### src/rtl/shared_mem_pkg.sv
// Shared definitions for the frame-SRAM responder: geometry, flag commands,
// pending-request record and pending-buffer state encoding.
package shared_mem_pkg;

  localparam int ADDR_W = 21;
  localparam int DATA_W = 32;
  localparam logic [ADDR_W-1:0] FLAG_ADDR = 21'h07FFFE;

  // Host/FPGA handshake words exchanged through the flag register
  localparam logic [DATA_W-1:0] FLAG_CMD_START = 32'h0001_0000;
  localparam logic [DATA_W-1:0] FLAG_CMD_ACK   = 32'h0000_0002;
  localparam logic [DATA_W-1:0] FLAG_CMD_DONE  = 32'h0000_0004;

  typedef enum logic {
    OP_READ  = 1'b0,
    OP_WRITE = 1'b1
  } req_op_e;

  typedef struct packed {
    req_op_e             op;
    logic [ADDR_W-1:0]   addr;
    logic [DATA_W-1:0]   data;
  } req_t;

  typedef enum logic {
    EMPTY = 1'b0,
    HELD  = 1'b1
  } buf_state_e;

endpackage

### src/rtl/fpga_req_buffer.sv
// One-entry holding register for FPGA-side requests; the entry waits out
// host-port traffic and is released on the first idle SRAM cycle.
module fpga_req_buffer
  import shared_mem_pkg::*;
(
  input  logic              clk,
  input  logic              rst_n,
  input  logic              rd_req,
  input  logic              wr_req,
  input  logic [ADDR_W-1:0] req_addr,
  input  logic [DATA_W-1:0] req_data,
  input  logic              stall,
  output logic              issue,
  output req_t              entry,
  output logic              overflow
);

  buf_state_e state, state_nx;
  req_t       entry_nx;
  logic       new_req;
  logic       accept;
  logic       drop;

  always_comb begin
    new_req  = rd_req | wr_req;
    issue    = (state == HELD) && !stall;
    // The slot frees in the same cycle it issues, so a new request can refill it
    accept   = new_req && ((state == EMPTY) || issue);
    drop     = (rd_req && wr_req) || (new_req && !accept);
    state_nx = state;
    entry_nx = entry;

    case (state)
      EMPTY:   if (accept) state_nx = HELD;
      HELD:    if (issue && !accept) state_nx = EMPTY;
      default: state_nx = EMPTY;
    endcase

    if (accept) begin
      entry_nx.op   = wr_req ? OP_WRITE : OP_READ;
      entry_nx.addr = req_addr;
      entry_nx.data = req_data;
    end
  end

  always_ff @(posedge clk or negedge rst_n) begin
    if (!rst_n) begin
      state    <= EMPTY;
      entry    <= '0;
      overflow <= 1'b0;
    end else begin
      state <= state_nx;
      entry <= entry_nx;
      if (drop) overflow <= 1'b1;
    end
  end

endmodule

### src/rtl/shared_mem_responder.sv
// Memory-side responder: owns the frame SRAM port and the handshake flag word,
// giving the host port priority and queueing FPGA requests behind it.
module shared_mem_responder #(
  parameter int                ADDR_W    = shared_mem_pkg::ADDR_W,
  parameter int                DATA_W    = shared_mem_pkg::DATA_W,
  parameter logic [ADDR_W-1:0] FLAG_ADDR = shared_mem_pkg::FLAG_ADDR
) (
  input  logic              clk,
  input  logic              rst_n,
  input  logic              pci_wr_en,
  input  logic              pci_rd_en,
  input  logic [ADDR_W-1:0] pci_req_addr,
  input  logic [DATA_W-1:0] pci_input_data,
  output logic [DATA_W-1:0] pci_rd_data,
  output logic              pci_rd_valid,
  input  logic              rd_req,
  input  logic              fpga_wr_en,
  input  logic [ADDR_W-1:0] req_addr,
  input  logic [DATA_W-1:0] write_data,
  output logic [DATA_W-1:0] rd_data,
  output logic              rd_ready,
  input  logic              flag_we,
  input  logic [DATA_W-1:0] out_flag,
  output logic [DATA_W-1:0] in_flag,
  output logic              mem_en,
  output logic              mem_we,
  output logic [ADDR_W-1:0] mem_addr,
  output logic [DATA_W-1:0] mem_wdata,
  input  logic [DATA_W-1:0] mem_rdata,
  output logic              req_overflow,
  output logic              pci_collision
);

  import shared_mem_pkg::req_t;
  import shared_mem_pkg::OP_READ;
  import shared_mem_pkg::OP_WRITE;

  logic              pci_busy;
  logic              pci_rd_ok;
  logic              pci_is_flag;
  logic              fpga_is_flag;
  logic              issue;
  logic              fpga_rd_issue;
  logic              fpga_wr_issue;
  req_t              entry;
  logic [DATA_W-1:0] flag_q;

  logic              pci_s1_vld;
  logic              pci_s1_flag;
  logic [DATA_W-1:0] pci_s1_fval;
  logic              fpga_s1_vld;
  logic              fpga_s1_flag;
  logic [DATA_W-1:0] fpga_s1_fval;

  fpga_req_buffer u_req_buffer (
    .clk      (clk),
    .rst_n    (rst_n),
    .rd_req   (rd_req),
    .wr_req   (fpga_wr_en),
    .req_addr (req_addr),
    .req_data (write_data),
    .stall    (pci_busy),
    .issue    (issue),
    .entry    (entry),
    .overflow (req_overflow)
  );

  always_comb begin
    pci_busy      = pci_wr_en | pci_rd_en;
    pci_rd_ok     = pci_rd_en & ~pci_wr_en;
    pci_is_flag   = (pci_req_addr == FLAG_ADDR);
    fpga_is_flag  = (entry.addr == FLAG_ADDR);
    fpga_rd_issue = issue && (entry.op == OP_READ);
    fpga_wr_issue = issue && (entry.op == OP_WRITE);
  end

  // SRAM port mux; held quiet while in reset regardless of host strobes
  always_comb begin
    mem_en    = 1'b0;
    mem_we    = 1'b0;
    mem_addr  = '0;
    mem_wdata = '0;
    if (rst_n) begin
      if (pci_busy) begin
        mem_addr  = pci_req_addr;
        mem_wdata = pci_input_data;
        mem_en    = !pci_is_flag;
        mem_we    = pci_wr_en && !pci_is_flag;
      end else if (issue) begin
        mem_addr  = entry.addr;
        mem_wdata = entry.data;
        mem_en    = !fpga_is_flag;
        mem_we    = fpga_wr_issue && !fpga_is_flag;
      end
    end
  end

  // Host write beats the direct flag strobe, which beats a queued FPGA write
  always_ff @(posedge clk or negedge rst_n) begin
    if (!rst_n) begin
      flag_q <= '0;
    end else if (pci_wr_en && pci_is_flag) begin
      flag_q <= pci_input_data;
    end else if (flag_we) begin
      flag_q <= out_flag;
    end else if (fpga_wr_issue && fpga_is_flag) begin
      flag_q <= entry.data;
    end
  end

  assign in_flag = flag_q;

  // Flag reads travel alongside the SRAM pipeline so both latencies match
  always_ff @(posedge clk or negedge rst_n) begin
    if (!rst_n) begin
      pci_s1_vld    <= 1'b0;
      pci_s1_flag   <= 1'b0;
      pci_s1_fval   <= '0;
      fpga_s1_vld   <= 1'b0;
      fpga_s1_flag  <= 1'b0;
      fpga_s1_fval  <= '0;
      pci_rd_valid  <= 1'b0;
      pci_rd_data   <= '0;
      rd_ready      <= 1'b0;
      rd_data       <= '0;
      pci_collision <= 1'b0;
    end else begin
      pci_s1_vld   <= pci_rd_ok;
      pci_s1_flag  <= pci_is_flag;
      pci_s1_fval  <= flag_q;
      fpga_s1_vld  <= fpga_rd_issue;
      fpga_s1_flag <= fpga_is_flag;
      fpga_s1_fval <= flag_q;

      pci_rd_valid <= pci_s1_vld;
      if (pci_s1_vld) pci_rd_data <= pci_s1_flag ? pci_s1_fval : mem_rdata;

      rd_ready <= fpga_s1_vld;
      if (fpga_s1_vld) rd_data <= fpga_s1_flag ? fpga_s1_fval : mem_rdata;

      if (pci_wr_en && pci_rd_en) pci_collision <= 1'b1;
    end
  end

endmodule

### config.mk
export PLATFORM = sky130hd
export DESIGN_NAME = shared_mem_responder
export DESIGN_NICKNAME = d
export VERILOG_FILES = /design/src/rtl/shared_mem_pkg.sv /design/src/rtl/fpga_req_buffer.sv /design/src/rtl/shared_mem_responder.sv
export SDC_FILE = /design/constraint.sdc
export NUM_CORES = 1
export LEC_CHECK = 0
export ABC_AREA = 0
export CAP_MARGIN = 25
export CORE_MARGIN = 1
export CORE_UTILIZATION = 45
export DETAILED_ROUTE_END_ITERATION = 8
export PLACE_DENSITY_LB_ADDON = 0.05
export SLEW_MARGIN = 25
export SYNTH_ARGS = -nofsm -noshare
export SYNTH_HDL_FRONTEND = slang
export SYNTH_HIERARCHICAL = 1
export SYNTH_SLANG_ARGS = --single-unit
export TNS_END_PERCENT = 50
### constraint.sdc
create_clock -name clk -period 3.65 [get_ports clk]
set_clock_uncertainty 0.15 [all_clocks]
set_input_delay 0.73 -clock clk [delete_from_list [all_inputs] [get_ports clk]]
set_output_delay 0.73 -clock clk [all_outputs]
set_load 0.02 [all_outputs]
**After elaboration in Yosys (flattened, before gate mapping)**

Cells that the tools add are included.

- Equality and inequality tests: 2
- Mux-type cells: 21
- Bitwise gates (word level): 6
- Reduce and logical (&&, ||, !) cells: 19

Operators with widths:

| cell | count |
|---|---|
| 2-to-1 mux 32 bit | 8 |
| 2-to-1 mux 21 bit | 3 |
| equality test 21 x 19 -> 1 bit, second input constant | 2 |
| logical AND 1 bit | 12 |
| 2-to-1 mux 1 bit | 9 |
| logical NOT 1 bit | 4 |
| inverter 1 bit | 3 |
| nonzero test 3 bit | 1 |
| logical OR 1 bit | 2 |
| bitwise OR 1 bit | 2 |
| one-hot mux 1 bit (2 select lines) | 1 |
| bitwise AND 1 bit | 1 |

- Register bits: 191
- Output and inout port bits: 155

**Longest topological paths before layout**

- Depth after elaboration: 9
- Mapped depth: 8

**Hierarchy**

The synthesis kept the hierarchy.

Modules (own cells, without submodules):

| module | instances | cells an instance | area each (um^2) |
|---|---|---|---|
| shared_mem_responder | 1 | 709 | 6910.4 |
| fpga_req_buffer | 1 | 124 | 2128.3 |

**Worst setup path after synthesis**

OpenSTA, ideal clock, no wires.

- Kind: input -> output
- From: in pci_wr_en
- To: out mem_wdata[10]
- Arrival time: 2701 ps
- Data required time: 2770 ps
- Setup slack: 69 ps
- Stages on the path: 8
- Cells stage by stage: nor2_1 > inv_2 > clkbuf_1 > nor2b_1 > clkbuf_1 > buf_1 > nand3_1 > a21boi_0

- Longest elaborated chain between the ends: 6

RTL lines:

| element | line | RTL |
|---|---|---|
| start, declared | shared_mem_responder.sv:10 | `input logic pci_wr_en,` |
| bitwise OR 1 bit | shared_mem_responder.sv:69 | `pci_busy = pci_wr_en \| pci_rd_en;` |
| via pci_busy | shared_mem_responder.sv:38 | `logic pci_busy;` |
| logical NOT 1 bit | fpga_req_buffer.sv:26 | `issue = (state == HELD) && !stall;` |
| logical AND 1 bit | fpga_req_buffer.sv:26 |  |
| via issue | shared_mem_responder.sv:42 | `logic issue;` |
| 2-to-1 mux 32 bit | shared_mem_responder.sv:89 | `end else if (issue) begin` |
| 2-to-1 mux 32 bit | shared_mem_responder.sv:84 | `if (pci_busy) begin` |
| 2-to-1 mux 32 bit | shared_mem_responder.sv:83 | `if (rst_n) begin` |
| end, declared | shared_mem_responder.sv:28 | `output logic [DATA_W-1:0] mem_wdata,` |

The timed path passes the listed nets, and every way through them passes these cells.

**Final worst setup path**

- From: in pci_wr_en
- To: out mem_wdata[4]

- Longest elaborated chain between the ends: 6

RTL lines:

| element | line |
|---|---|
| bitwise OR 1 bit * | shared_mem_responder.sv:69 |
| logical NOT 1 bit | fpga_req_buffer.sv:26 |
| logical AND 1 bit | fpga_req_buffer.sv:26 |
| 2-to-1 mux 32 bit | shared_mem_responder.sv:89 |
| 2-to-1 mux 32 bit * | shared_mem_responder.sv:84 |
| 2-to-1 mux 32 bit * | shared_mem_responder.sv:83 |

Mark *: on every way between the ends. The rest lies on a longest branch, timed or not.

==> results.py <==
metrics = {
    "global_route": {
        "grt_pass1_wl_um": 41800,
        "antenna_found_initial": 0,
        "track_usage_pct": 27.0,
        "grt_max_degree": 66,
        "overflow": 0,
        "gr-usage-met3_pct": 6.33,
        "grt_pass1_vias": 7437,
        "use_met2_pct": 43.1,
        "use_met1_pct": 35.3,
        "busiest_layer": "met2",
    },
    "placement": {
        "globalplace.congestion": 0.886,
        "dp.cells": 1395,
        "dp_worst_setup_slack_ns": -0.265,
        "hpwl_um": 19400,
        "io_buffers": 331,
    },
    "logic_synthesis": {
        "synthXorXnorAreaFrac_pct": 0,
        "synth_ff_type": "dfrtp_1",
        "synth_top_family_by_area": "multiplexers",
        "synth_cell_types": 35,
        "synth_nets": 1010,
        "synth_edf_count": 0,
        "synthesis.area_um2": 9040,
        "syn_avg_cell_area_um2": 10.9,
        "synth_seq_area_share_pct": 52.9,
        "yosysWarnings": 6,
        "ys_ff_latch": 191,
        "synthArstFlopShare_pct": 100,
        "synthAdderAreaFrac_pct": 0,
        "synth_mux_area_share_pct": 21.2,
        "synth-simple-area-share_pct": 11.3,
        "synthCells": 833,
        "synth_compound_area_share_pct": 11.0,
    },
    "clock_network": {
        "htree_levels": 4,
        "cts_tree": "done",
        "clock_sinks": 191,
        "cts_root_buffer": "clkbuf_16",
        "path_clk_slew_ns": 0.08,
        "clockBufferDepth": 2,
        "post-cts-setup-buffers": 0,
        "clk_latency_ns": 0.43,
        "tritoncts.num_buffers": 17,
    },
    "floorplanning": {
        "die_h_um": 144,
        "core_um2": 19600,
        "die-width_um": 144,
        "fp-row-count": 51,
        "initial_core_util_pct": 46.1,
        "die_area_um2": 20700,
        "ios": 332,
    },
    "critical_path": {
        "crit_type": "in -> out",
        "cp_max_fo": 15,
        "worstPathArrival_ns": 2.70,
        "endpoint_kind": "output port",
        "worstPathRequired_ns": 2.77,
        "start_kind": "primary input",
    },
    "hold_path": {
        "worst_hold_path_type": "in -> async",
    },
    "job": {
        "max-cap-violations": 0,
    },
    "final_layout": {
        "num_antenna_cells": 0,
        "area_growth_pct": 48.2,
        "finish.utilization_pct": 68.4,
        "nNetsFinal": 1328,
        "final_common_cell": "clkdlybuf4s50_1",
        "final_cell_mix": "clkdlybuf4s50_1, dfrtp_1, mux2i_1, nand2_1, mux2_2",
        "stdcell_count": 1429,
        "drive_gt1_share_pct": 13.8,
    },
    "routing": {
        "drtIter0Drc": 229,
        "drt_pass1_iterations": 4,
        "wl_per_cell_um": 19.1,
        "drc": 0,
        "via_per_inst": 5.22,
        "finalWirelength_um": 27200,
        "ant_nets": 0,
        "vias": 7458,
    },
    "pwr": {
        "leakage_nw": 5.78,
        "p_per_area_nw_per_um2": 481,
        "ir_drop_uv": 324,
    },
    "timing": {
        "max_clock_freq_ghz": 0.280,
        "period_minus_slack_ns": 3.58,
        "hold_viol_final": 0,
        "setup_viol_count_final": 0,
        "rsz0062_at_grt": "no",
        "fin_ws_ns": 0.0733,
        "period_share_pct": 98.0,
        "maxSlewViolCount": 0,
        "worstMarginPinSlew_ns": 1.03,
        "slew_headroom_pct": 31.5,
    },
    "outcome": {
        "status": "finished clean",
    },
}
-- cell families after synthesis --
kind of cell	count (synthesis)
AO/OA/AOI/OAI	159
buffers and inverters	67
flip-flops	191
multiplexers	181
AND/OR/NAND/NOR	235
-- path summary, 6_finish.rpt --
kind	from	endpoint	slack, ns	depth (start not counted)
worst max-delay path	pci_wr_en	mem_wdata[4]	0.07	8
worst min-delay path	rst_n	u_req_buffer/entry[35]$_DFFE_PN0P_	0.14	2
worst max register to register	u_req_buffer/entry[52]$_DFFE_PN0P_	in_flag[2]$_DFFE_PN0P_	1.55	6
worst min register to register	in_flag[29]$_DFFE_PN0P_	fpga_s1_fval[29]$_DFF_PN0_	0.25	0
max in group asynchronous	rst_n	rd_data[31]$_DFFE_PN0P_	2.26	3
min in group clk	in_flag[29]$_DFFE_PN0P_	fpga_s1_fval[29]$_DFF_PN0_	0.25	0
-- flip-flops by register name, indices dropped and copies added (netlist names) --
register and flops:
u_req_buffer/entry 54, fpga_s1_fval 32, in_flag 32, pci_rd_data 32, rd_data 32, fpga_s1_flag 1, fpga_s1_vld 1, pci_collision 1
pci_rd_valid 1, pci_s1_flag 1, pci_s1_vld 1, rd_ready 1, u_req_buffer/overflow 1, u_req_buffer/state 1
-- Yosys cell counts, types with 2 or more instances --
master | number | share of area [%]
nand3_1 | 56 | 3.1
clkbuf_1 | 35 | 1.5
nor2b_1 | 3 | 0.21
buf_4 | 2 | 0.17
nand4_1 | 5 | 0.35
nand2_1 | 93 | 3.9
mux2i_1 | 96 | 11
buf_6 | 6 | 0.75
dfrtp_1 | 191 | 53
o21ai_0 | 2 | 0.11
a21boi_0 | 55 | 4.6
buf_2 | 10 | 0.55
mux2_1 | 4 | 0.50
inv_1 | 2 | 0.083
o21ai_1 | 30 | 1.7
a21oi_1 | 65 | 3.6
buf_1 | 10 | 0.42
mux2_2 | 81 | 10
nor2_1 | 70 | 2.9
nor4_2 | 2 | 0.28
-- per-stage QoR --
step                      hold slack (ns)  power [W]  instance area, um^2  setup TNS [ns]
final                               0.136    0.00644                13400               0
after global routing                0.125    0.00675                13400               0
after CTS                           0.116    0.00650                13300               0
after detailed placement            0.243    0.00462                12700           -1.21
after global placement              0.239    0.00459                12700          -0.845
after floorplan                     0.202    0.00362                 9040               0
-- what timing repair did --
action,CTS,global route
hold endpoints to repair,18,0
hold buffers,1,0
resized for setup,28,25
endpoints found under the setup margin,26,25
-- layer usage --
layer	up-vias	part of all wire (%)
li1	3558	-
met1	3597	44
met2	250	47
met3	53	6.1
met4	0	3.0
met5	-	0
-- cell type report --
| type | instances | area (um^2) |
|---|---|---|
| fillers | 1604 | 6190 |
| flip-flops and latches | 191 | 4790 |
| multi-input cells | 575 | 3950 |
| repair buffers | 363 | 3710 |
| clock buffers | 17 | 425 |
| well taps | 265 | 332 |
| clock inverters | 15 | 176 |
| inverters | 3 | 11.3 |
-- power by group --
group	switching, W	leakage, nW	total, W	internal [W]
logic	0.000803	3.32	0.00171	0.000904
registers	0.000327	2.17	0.00285	0.00252
clock network	0.000902	0.291	0.00189	0.000984
-- worst max-delay path: stages --
cell and delay [ns]:
clkdlybuf4s50_1 0.55, nor2_4 0.07, inv_2 0.08, buf_4 0.14
buf_4 0.23, nand2_1 0.08, a21boi_0 0.18, clkdlybuf4s50_1 0.64
Note: power is estimated with default switching activity, not from simulation.
